`src/rtl/can_tx_bus_scheduler_pkg.sv`:
```
// can_tx_bus_scheduler_pkg
//   Shared definitions for the CAN TX bus scheduler slice: bus count, select
//   width and the scheduler FSM state encoding.
//   No ports; imported by can_tx_bus_scheduler and rr_pick32.
package can_tx_bus_scheduler_pkg;

    localparam int N_BUS = 32;
    localparam int SEL_W = 5;

    typedef enum logic [1:0] {
        ST_IDLE   = 2'd0,
        ST_SETTLE = 2'd1,
        ST_HOLD   = 2'd2,
        ST_GUARD  = 2'd3
    } sched_state_e;

endpackage

```
`src/rtl/can_tx_bus_scheduler_rr_pick32.sv`:
```
// rr_pick32
//   Combinational round-robin finder over 32 request lines. Returns the first
//   requesting bus found when searching ptr+1, ptr+2, ... with wrap 31 -> 0.
//   Ports:
//     req  in  32  request vector
//     ptr  in  5   last served bus (search starts just above it)
//     idx  out 5   winning bus index (0 when no request)
//     any  out 1   at least one request is set
module rr_pick32
    import can_tx_bus_scheduler_pkg::*;
(
    input  logic [N_BUS-1:0] req,
    input  logic [SEL_W-1:0] ptr,
    output logic [SEL_W-1:0] idx,
    output logic             any
);

    logic [N_BUS-1:0]   upper_mask;
    logic [2*N_BUS-1:0] dbl_req;

    // Keep only the requests strictly above ptr in the low half.
    always_comb begin
        upper_mask = '0;
        for (int i = 0; i < N_BUS; i++) begin
            upper_mask[i] = (i > int'(ptr));
        end
    end

    // Low half = masked requests (searched first), high half = all requests
    // (the wrapped search). The lowest set bit of the 64-bit vector is the
    // winner; its index modulo 32 is the bus number.
    assign dbl_req = {req, req & upper_mask};

    always_comb begin
        idx = '0;
        for (int i = 2*N_BUS-1; i >= 0; i--) begin
            if (dbl_req[i]) begin
                idx = i[SEL_W-1:0];
            end
        end
    end

    assign any = |req;

endmodule

```
`src/rtl/can_tx_bus_scheduler.sv`:
```
// can_tx_bus_scheduler
//   Shares the single serial CAN TX path among 32 buses. Picks a requesting
//   bus round-robin, holds the demux select for a whole frame, then waits for
//   a recessive guard gap on tx_bit before arbitrating again.
//   Ports:
//     clk          in   1   system clock
//     rst          in   1   synchronous reset, active-low
//     req          in   32  per-bus TX request (level)
//     done         in   1   frame finished pulse from the CAN core
//     tx_bit       in   1   serial TX bit (1 = recessive)
//     sel          out  5   demux select
//     gnt          out  32  one-hot grant (zero when nothing granted)
//     busy         out  1   scheduler is not idle
//     timeout_err  out  1   pulse when a HOLD is aborted by the timeout
module can_tx_bus_scheduler
    import can_tx_bus_scheduler_pkg::*;
#(
    parameter int GUARD_CYC   = 8,
    parameter int TIMEOUT_CYC = 50000
)
(
    input  logic             clk,
    input  logic             rst,
    input  logic [N_BUS-1:0] req,
    input  logic             done,
    input  logic             tx_bit,
    output logic [SEL_W-1:0] sel,
    output logic [N_BUS-1:0] gnt,
    output logic             busy,
    output logic             timeout_err
);

    localparam int CNT_MAX = (TIMEOUT_CYC > GUARD_CYC) ? TIMEOUT_CYC : GUARD_CYC;
    localparam int CNT_W   = $clog2(CNT_MAX + 1);

    localparam logic [CNT_W-1:0] CNT_SAT      = '1;
    localparam logic [CNT_W-1:0] GUARD_LAST   = CNT_W'(GUARD_CYC - 1);
    localparam logic [CNT_W-1:0] TIMEOUT_LAST = CNT_W'(TIMEOUT_CYC - 1);

    sched_state_e     state_q, state_d;
    logic [SEL_W-1:0] sel_q, sel_d;
    logic [SEL_W-1:0] ptr_q, ptr_d;
    logic [N_BUS-1:0] gnt_q, gnt_d;
    logic             busy_q, busy_d;
    logic             timeout_err_q, timeout_err_d;
    logic [CNT_W-1:0] hold_cnt_q, hold_cnt_d;
    logic [CNT_W-1:0] guard_cnt_q, guard_cnt_d;

    logic [SEL_W-1:0] pick_idx;
    logic             pick_any;

    rr_pick32 u_pick (
        .req (req),
        .ptr (ptr_q),
        .idx (pick_idx),
        .any (pick_any)
    );

    // State and output registers. ptr resets to the last bus so the first
    // search after reset begins at bus 0.
    always_ff @(posedge clk) begin
        if (!rst) begin
            state_q       <= ST_IDLE;
            sel_q         <= '0;
            ptr_q         <= '1;
            gnt_q         <= '0;
            busy_q        <= 1'b0;
            timeout_err_q <= 1'b0;
            hold_cnt_q    <= '0;
            guard_cnt_q   <= '0;
        end else begin
            state_q       <= state_d;
            sel_q         <= sel_d;
            ptr_q         <= ptr_d;
            gnt_q         <= gnt_d;
            busy_q        <= busy_d;
            timeout_err_q <= timeout_err_d;
            hold_cnt_q    <= hold_cnt_d;
            guard_cnt_q   <= guard_cnt_d;
        end
    end

    // Next-state logic. sel only moves on the IDLE->SETTLE transition; the
    // grant appears one cycle later so the demux path has settled.
    always_comb begin
        state_d       = state_q;
        sel_d         = sel_q;
        ptr_d         = ptr_q;
        gnt_d         = gnt_q;
        timeout_err_d = 1'b0;
        hold_cnt_d    = hold_cnt_q;
        guard_cnt_d   = guard_cnt_q;

        unique case (state_q)
            ST_IDLE: begin
                if (pick_any) begin
                    sel_d   = pick_idx;
                    ptr_d   = pick_idx;
                    state_d = ST_SETTLE;
                end
            end
            ST_SETTLE: begin
                state_d    = ST_HOLD;
                gnt_d      = N_BUS'(1) << sel_q;
                hold_cnt_d = '0;
            end
            ST_HOLD: begin
                // A normal finish or requester abort takes priority over an
                // expiry in the same cycle, so no error is flagged then.
                if (done || !req[sel_q]) begin
                    state_d     = ST_GUARD;
                    gnt_d       = '0;
                    guard_cnt_d = '0;
                end else if ((TIMEOUT_CYC != 0) && (hold_cnt_q == TIMEOUT_LAST)) begin
                    state_d       = ST_GUARD;
                    gnt_d         = '0;
                    guard_cnt_d   = '0;
                    timeout_err_d = 1'b1;
                end else if (hold_cnt_q != CNT_SAT) begin
                    hold_cnt_d = hold_cnt_q + 1'b1;
                end
            end
            ST_GUARD: begin
                // Count consecutive recessive bits; any dominant bit restarts
                // the gap.
                if (!tx_bit) begin
                    guard_cnt_d = '0;
                end else if (guard_cnt_q == GUARD_LAST) begin
                    guard_cnt_d = '0;
                    state_d     = ST_IDLE;
                end else begin
                    guard_cnt_d = guard_cnt_q + 1'b1;
                end
            end
            default: begin
                state_d = ST_IDLE;
            end
        endcase

        busy_d = (state_d != ST_IDLE);
    end

    assign sel         = sel_q;
    assign gnt         = gnt_q;
    assign busy        = busy_q;
    assign timeout_err = timeout_err_q;

endmodule

```
`config.mk`:
```
export PLATFORM = sky130hd
export DESIGN_NAME = can_tx_bus_scheduler
export DESIGN_NICKNAME = d
export VERILOG_FILES = /design/src/rtl/can_tx_bus_scheduler_pkg.sv /design/src/rtl/can_tx_bus_scheduler_rr_pick32.sv /design/src/rtl/can_tx_bus_scheduler.sv
export SDC_FILE = /design/constraint.sdc
export NUM_CORES = 1
export LEC_CHECK = 0
export CAP_MARGIN = 20
export CORE_MARGIN = 2
export CORE_UTILIZATION = 25
export CTS_CLUSTER_DIAMETER = 100
export DETAILED_ROUTE_END_ITERATION = 8
export GPL_ROUTABILITY_DRIVEN = 0
export SKIP_CTS_REPAIR_TIMING = 1
export SYNTH_ARGS = -nofsm -noshare
export SYNTH_HDL_FRONTEND = slang
export SYNTH_HIERARCHICAL = 1
export SYNTH_SLANG_ARGS = --single-unit
export TNS_END_PERCENT = 10
```
`constraint.sdc`:
```
create_clock -name clk -period 2.9 [get_ports clk]
set_input_delay 0.435 -clock clk [delete_from_list [all_inputs] [get_ports clk]]
set_output_delay 0.435 -clock clk [all_outputs]
set_load 0.01 [all_outputs]
```
==> results of run 1 <==
-- final cells by class --
cell class | instances | area, sq um | area share [%]
diodes | 1 | 2.50 | 0.0359
clock buffers | 9 | 225 | 3.23
clock inverters | 7 | 65.1 | 0.933
multi-input cells | 529 | 3390 | 48.6
flip-flops and latches | 78 | 1560 | 22.4
inverters | 18 | 67.6 | 0.969
well taps | 270 | 338 | 4.84
repair buffers | 145 | 1320 | 19.0
-- worst max-delay path: stages, from the launching register on --
cell      delay, ns
dfxtp_1        0.54
mux4_2         0.55
mux2i_1        0.30
buf_4          0.18
nor3b_1        0.07
o31ai_4        0.37
o21bai_2       0.14
buf_12         0.18
a32o_1         0.25
-- final timing paths --
path	endpoint	slack, ns	cells past startpoint
min	guard_cnt_q[15]	0.48	1
min reg2reg	guard_cnt_q[15]	0.48	1
max reg2reg	gnt[29]	0.20	8
max	gnt[29]	0.20	8
-- sequential cells by signal, indices dropped and copies added, names as in the netlist --
signal,count
busy,1
state_q,2
timeout_err,1
guard_cnt_q,16
ptr_q,5
hold_cnt_q,16
gnt,32
sel,5
-- placed cells by master (no fill, tap or decap), drive strengths merged, types with 11 or more instances in the layout --
master	count
dfxtp	78
and3	11
o211ai	11
buf	71
nor2	60
a31oi	17
a21oi	41
o21ai	42
nand2	53
nor2b	16
mux2i	11
nand3	29
nand2b	19
inv	21
clkdlybuf4s50	74
a32o	33
nand4	15
nor3	26
-- cells by family after synthesis --
family	synth area share, %
AND/OR/NAND/NOR	28.2
AO/OA/AOI/OAI	31.5
flip-flops	29.9
buffers and inverters	5.13
multiplexers	4.48
XOR/XNOR	0.336
adder cells (fa/ha/maj)	0.480
-- layer usage --
metal  wire [um]  up-vias  GRT usage, %  part of all wire, %
met3         973       51          3.37                  5.4
met4         786        0          7.76                  4.4
met2        8330      192          25.8                   46
met1        7960     2687          20.2                   44
li1            -     2815             -                    -
met5           0        -             0                    0
-- power by group through the flow --
stage | combinational (W) | sequential (W) | clock (W)
5_1_grt | 0.00276 | 0.00137 | 0.00118
3_5_place_dp | 0.00250 | 0.00137 | 0
3_3_place_gp | 0.00250 | 0.00137 | 0
2_1_floorplan | 0.00158 | 0.00128 | 0
4_1_cts | 0.00251 | 0.00135 | 0.00114
6_report | 0.00255 | 0.00135 | 0.00111
-- per-stage QoR --
step / area, sq um / util (%) / instances / setup TNS, ns
after floorplan: 5220 / - / 669 / 0
after global placement: 6680 / 32.8 / 1040 / -0.00700
after detailed placement: 6680 / 32.8 / 1040 / -0.00769
after CTS: 6970 / 34.2 / 1056 / 0
after global routing: 6970 / 34.2 / 1057 / 0
final: 6970 / 34.2 / 1057 / 0
==> results.yml, run 1 <==
die:
  die_h_um: 148
  num_io_pins: 75
  die_x_um: 148
  core_area_sq_um: 20400
  core.rowCount: 52
  initial_utilization_pct: 25.6
  dieArea_sq_um: 22000
worst_setup_path:
  crit_type: "reg2reg"
  critPathLaunchType: "flip-flop"
  r2r-start: "sel[0]"
  required_ns: 3.13
  crit_start: "sel[0]"
  end_kind: "flip-flop"
  critPathMaxFanout: 32
  critical_path_arrival_ns: 2.93
min_path:
  min-delay-start: "guard_cnt_q[15]"
  hp-class: "reg2reg"
synthesis:
  synth-seq-cells: 78
  synth.avg_cell_area_sq_um: 7.80
  dominantRegCellSynth: "dfxtp_1"
  synth_area_leaders: "dfxtp_1 30%, a32o_1 6.3%, nor2_1 4.3%"
  ys_seq_area_share_pct: 29.9
  yosysMostFrequentCell: "dfxtp_1"
  synthDominantCellAreaShare_pct: 29.9
  yosys_warnings: 6
  netlist_area_sq_um: 5220
  ys_async_sr_fraction_pct: 0
  synthCells: 669
  synth_cell_type_count: 77
  netlist.top_cell.by_area: "dfxtp_1"
  syn_nets: 707
  synth_edf_count: 0
  synth_common_cells: "78 x dfxtp_1, 60 x nor2_1, 53 x nand2_1"
cts:
  clock_latency_ns: 0.34
  clockBufferDepth: 2
  htree_levels: 3
  cts_tree: "yes"
  path_clk_slew_ns: 0.07
  clock-sinks: 78
  cts_made_buffers: 9
  cts_root_buf: "clkbuf_16"
timing:
  drv_slew: 0
  finalCritPeriodShare_pct: 93.2
  maxSlewHeadroom_pct: 29.3
  worst_slack_ns: 0.198
  timing.hold.ws_ns: 0.485
  max_freq_mhz: 370
  rsz0062_at_grt: "false"
  hold_viol: 0
  setup_viol: 0
  timing.final.crit_period_ns: 2.70
  tightest_slew_ns: 1.05
  clock_skew_ns: 0.00805
pwr:
  peakVddDrop_mv: 0.422
  pwr_density_cell_nw_per_um2: 718
  seq_power_share_pct: 27.0
  p_leak_nw: 2.47
  p_clk_share_pct: 22.1
  power.internal_w: 0.00285
  switching_power_w: 0.00216
  switching_share_pct: 43.2
  power_w: 0.00501
  pwr-share-comb_pct: 50.9
global_routing:
  antenna_found_initial: 1
  grt_pass1_vias: 5356
  grt_usage_pct: 16.0
  grt_max_degree: 33
  grt_remaining_overflow: 0
  grt_pass1_wl_mm: 28.3
finish:
  drive_gt1_share_pct: 14.0
  area_delta_synth_final_pct: 33.7
  fin_nets: 819
  nFillCells: 2100
route:
  antenna_left: 0
  drc: 0
  drtPass1Iterations: 5
  dr_total_vias: 5745
  drt_wl_total_mm: 18.1
  post_drt_wl_per_cell_um: 17.1
  via_per_inst: 5.44
  drt_iter0_drc: 538
flow_run:
  maxCapViolations: 0
placement:
  post-dp-hpwl_mm: 13.5
  port_buffers: 74
  pre_cts_slack_ns: -0.00769
outcome:
  status: "completed"
No activity file was read; power rests on OpenSTA's default activity.
==> inputs of run 2 (changes only) <==
--- a/config.mk
+++ b/config.mk
@@ -9,6 +9,7 @@
 export CORE_MARGIN = 2
 export CORE_UTILIZATION = 25
 export CTS_CLUSTER_DIAMETER = 100
+export CTS_CLUSTER_SIZE = 8
 export DETAILED_ROUTE_END_ITERATION = 8
 export GPL_ROUTABILITY_DRIVEN = 0
 export SKIP_CTS_REPAIR_TIMING = 1
==> results of run 2 <==
Same layout as run 1: the final DEF is identical, and so are final timing and power.
==> inputs of run 3 (changes only) <==
--- a/config.mk
+++ b/config.mk
@@ -5,6 +5,7 @@
 export SDC_FILE = /design/constraint.sdc
 export NUM_CORES = 1
 export LEC_CHECK = 0
+export ABC_AREA = 1
 export CAP_MARGIN = 20
 export CORE_MARGIN = 2
 export CORE_UTILIZATION = 25
==> run 3 against run 2 <==
  * The flow now finishes with violations (setup timing)
  * Worst hold slack got worse by 0.014 ns
  * Clock power increased by 18%
  * Sequential share of layout area decreased by 1.9 points
  * Power increased by 6.3%
  * Final cell count increased by 31%
  * Area after synthesis increased by 13%
  * Design area increased by 9.5%
  * Setup slack got worse by 0.56 ns
  * Non-clock buffer count decreased by 8
  * Routed wire length increased by 0.50%
  * Critical endpoint is now sel[0]
  * Largest power group unchanged
==> results.yml, run 3 <==
global_routing:
  grt_max_degree: 36
  grt_pass1_vias: 5863
  grt_usage_pct: 14.8
  grt_remaining_overflow: 0
  antenna_found_initial: 0
  grt_pass1_wl_mm: 29.7
worst_setup_path:
  slowest_delay_ns: 0.10
  critPathTopFamily: "simple AND/OR/NAND/NOR gates"
  crit_slowest_cell: "clkbuf_2"
  r2r-end: "sel[0]"
  r2r-start: "ptr_q[4]"
  r2r_cells: 33
  path_buf_inv: 2
  critical_path_arrival_ns: 3.46
  crit_start: "req[29]"
  crit_path_end: "sel[0]"
  required_ns: 3.10
  end_kind: "flip-flop"
  ff2ff_setup_slack_ns: 0.05
  crit_type: "in2reg"
  critPathMaxFanout: 2
  crit_top_cell: "nand2_1"
  critPathLaunchType: "primary input"
  cp.depth: 61
pwr:
  seq_power_share_pct: 26.3
  pwr-share-comb_pct: 49.0
  switching_share_pct: 43.6
  pwr_density_cell_nw_per_um2: 697
  switching_power_w: 0.00232
  p_leak_nw: 3.30
  p_clk_share_pct: 24.7
  power.internal_w: 0.00300
  peakVddDrop_mv: 0.394
timing:
  rsz0062_at_grt: "true"
  timing.hold.ws_ns: 0.470
  timing.final.crit_period_ns: 3.26
  drv_slew: 0
  fin_tns_setup_ns: -0.702
  tightest_slew_ns: 0.792
  hold_viol: 0
  max_freq_mhz: 307
  setup_viol: 2
  finalCritPeriodShare_pct: 112
  worst_slack_ns: -0.360
  maxSlewHeadroom_pct: 47.0
  clock_skew_ns: 0.00625
route:
  route.met2.wl_mm: 8.41
  drt_wl_total_mm: 18.1
  drt_iter0_drc: 456
  drtPass1Iterations: 5
  routed-wl-met3_um: 873
  drc: 0
  top_layer: "met4"
  post_drt_wl_per_cell_um: 13.1
  via_per_inst: 4.54
  antenna_left: 0
  dr_total_vias: 6276
  drt-met1-wl_mm: 8.58
finish:
  largest_reg_flops: 32
  area_delta_synth_final_pct: 29.8
  fin_area_sq_um: 7640
  fin_nets: 1097
  multi_input_area_sq_um: 3420
  nFillCells: 2562
  drive_gt1_share_pct: 16.3
  diodes: 0
  regArea_sq_um: 1560
  most-common-layout-cells: "285 x nand2_1, 118 x nor2_1, 88 x inv_1"
  final_common_cell: "nand2_1"
synthesis:
  netlist.top_cell.by_area: "dfxtp_1"
  synth_area_leaders: "dfxtp_1 27%, nand2_1 18%, nor2_1 7.5%"
  netlist_area_sq_um: 5880
  synth.avg_cell_area_sq_um: 6.19
  yosysMostFrequentCell: "nand2_1"
  dominantRegCellSynth: "dfxtp_1"
  synth_cell_type_count: 50
  synth_edf_count: 0
  ys_seq_area_share_pct: 26.5
  synth-seq-cells: 78
  ys_async_sr_fraction_pct: 0
  synthDominantCellAreaShare_pct: 26.5
  syn_nets: 988
  yosys_warnings: 6
  synth_common_cells: "286 x nand2_1, 118 x nor2_1, 90 x inv_1"
  synthCells: 950
flow_run:
  maxCapViolations: 0
cts:
  cts_tree: "yes"
  htree_levels: 3
  clockBufferDepth: 2
  clock-sinks: 78
  cts_root_buf: "clkbuf_16"
  cts_made_buffers: 9
  path_clk_slew_ns: 0.06
  clock_latency_ns: 0.34
die:
  core_area_sq_um: 23300
  core.rowCount: 56
  die_h_um: 157
  initial_utilization_pct: 25.3
  die_x_um: 157
  num_io_pins: 75
  dieArea_sq_um: 24800
min_path:
  holdPathStages: 2
  hp-class: "reg2reg"
  min-delay-start: "gnt[24]"
placement:
  placed_area_sq_um: 7280
  post-dp-hpwl_mm: 13.9
  port_buffers: 74
outcome:
  status: "finished, violations left"
  violations: "setup timing"
-- run 3: cell count changes after synthesis, sizes merged, moves of 16 or more --
cell / before / now
nand2: 53 / 295
nor2: 60 / 122
a21oi: 41 / 71
nor2b: 16 / 0
o21ai: 42 / 20
nand3: 29 / 97
inv: 17 / 110
nand2b: 19 / 0
a32o: 33 / 0
-- run 3: kinds of logic (layout without fill, tap and decap cells) --
logic type | after synthesis | in the layout | synth area share, %
AOI/OAI and AO/OA | 108 | 108 | 11.0
xor gates and xnor gates | 7 | 7 | 1.04
adders and majority gates | 2 | 2 | 0.425
buffers and inverters | 163 | 277 | 15.4
DFF | 78 | 78 | 26.5
and+or+nand+nor | 592 | 592 | 45.7
-- run 3: worst min-delay path, cell delays in order (launching register included) --
cell     delay (ns)
dfxtp_1        0.32
nand3_2        0.07
a21oi_2        0.04
-- run 3: how the worst min path moves through the flow --
stage,end,slack (ns)
after floorplan,ptr_q[2],0.44
after global placement,gnt[29],0.46
after detailed placement,gnt[23],0.47
after CTS,gnt[23],0.48
after global routing,gnt[21],0.48
final,gnt[24],0.47
-- run 3: layer usage --
metal | track usage (%) | vias up
li1 | - | 3271
met5 | 0 | -
met3 | 2.42 | 18
met2 | 25.3 | 180
met4 | 3.85 | 0
met1 | 19.4 | 2807
-- run 3: layout make-up --
| class | count | area share, % |
|---|---|---|
| well taps | 319 | 5.23 |
| clock inverters | 7 | 1.59 |
| multi-input cells | 709 | 44.8 |
| repair buffers | 137 | 16.2 |
| clock buffers | 9 | 2.95 |
| flip-flops and latches | 78 | 20.4 |
| inverters | 124 | 8.80 |
-- run 3: through the flow --
| step | power (W) | setup slack [ns] | utilization, % | instances |
|---|---|---|---|---|
| 2_1_floorplan | 0.00329 | -0.250 | - | 950 |
| 3_3_place_gp | 0.00399 | -1.05 | 31.3 | 1367 |
| 5_1_grt | 0.00576 | -1.01 | 32.8 | 1383 |
| 6_report | 0.00532 | -0.360 | 32.8 | 1383 |
| 3_5_place_dp | 0.00400 | -1.10 | 31.3 | 1367 |
| 4_1_cts | 0.00533 | -0.762 | 32.8 | 1383 |
-- run 3: power groups by stage --
stage | Sequential, W | Clock [W] | Combinational [W]
after detailed placement | 0.00142 | 0 | 0.00258
after floorplan | 0.00137 | 0 | 0.00192
after global routing | 0.00142 | 0.00139 | 0.00295
final | 0.00140 | 0.00131 | 0.00261
after global placement | 0.00142 | 0 | 0.00257
after CTS | 0.00140 | 0.00134 | 0.00259
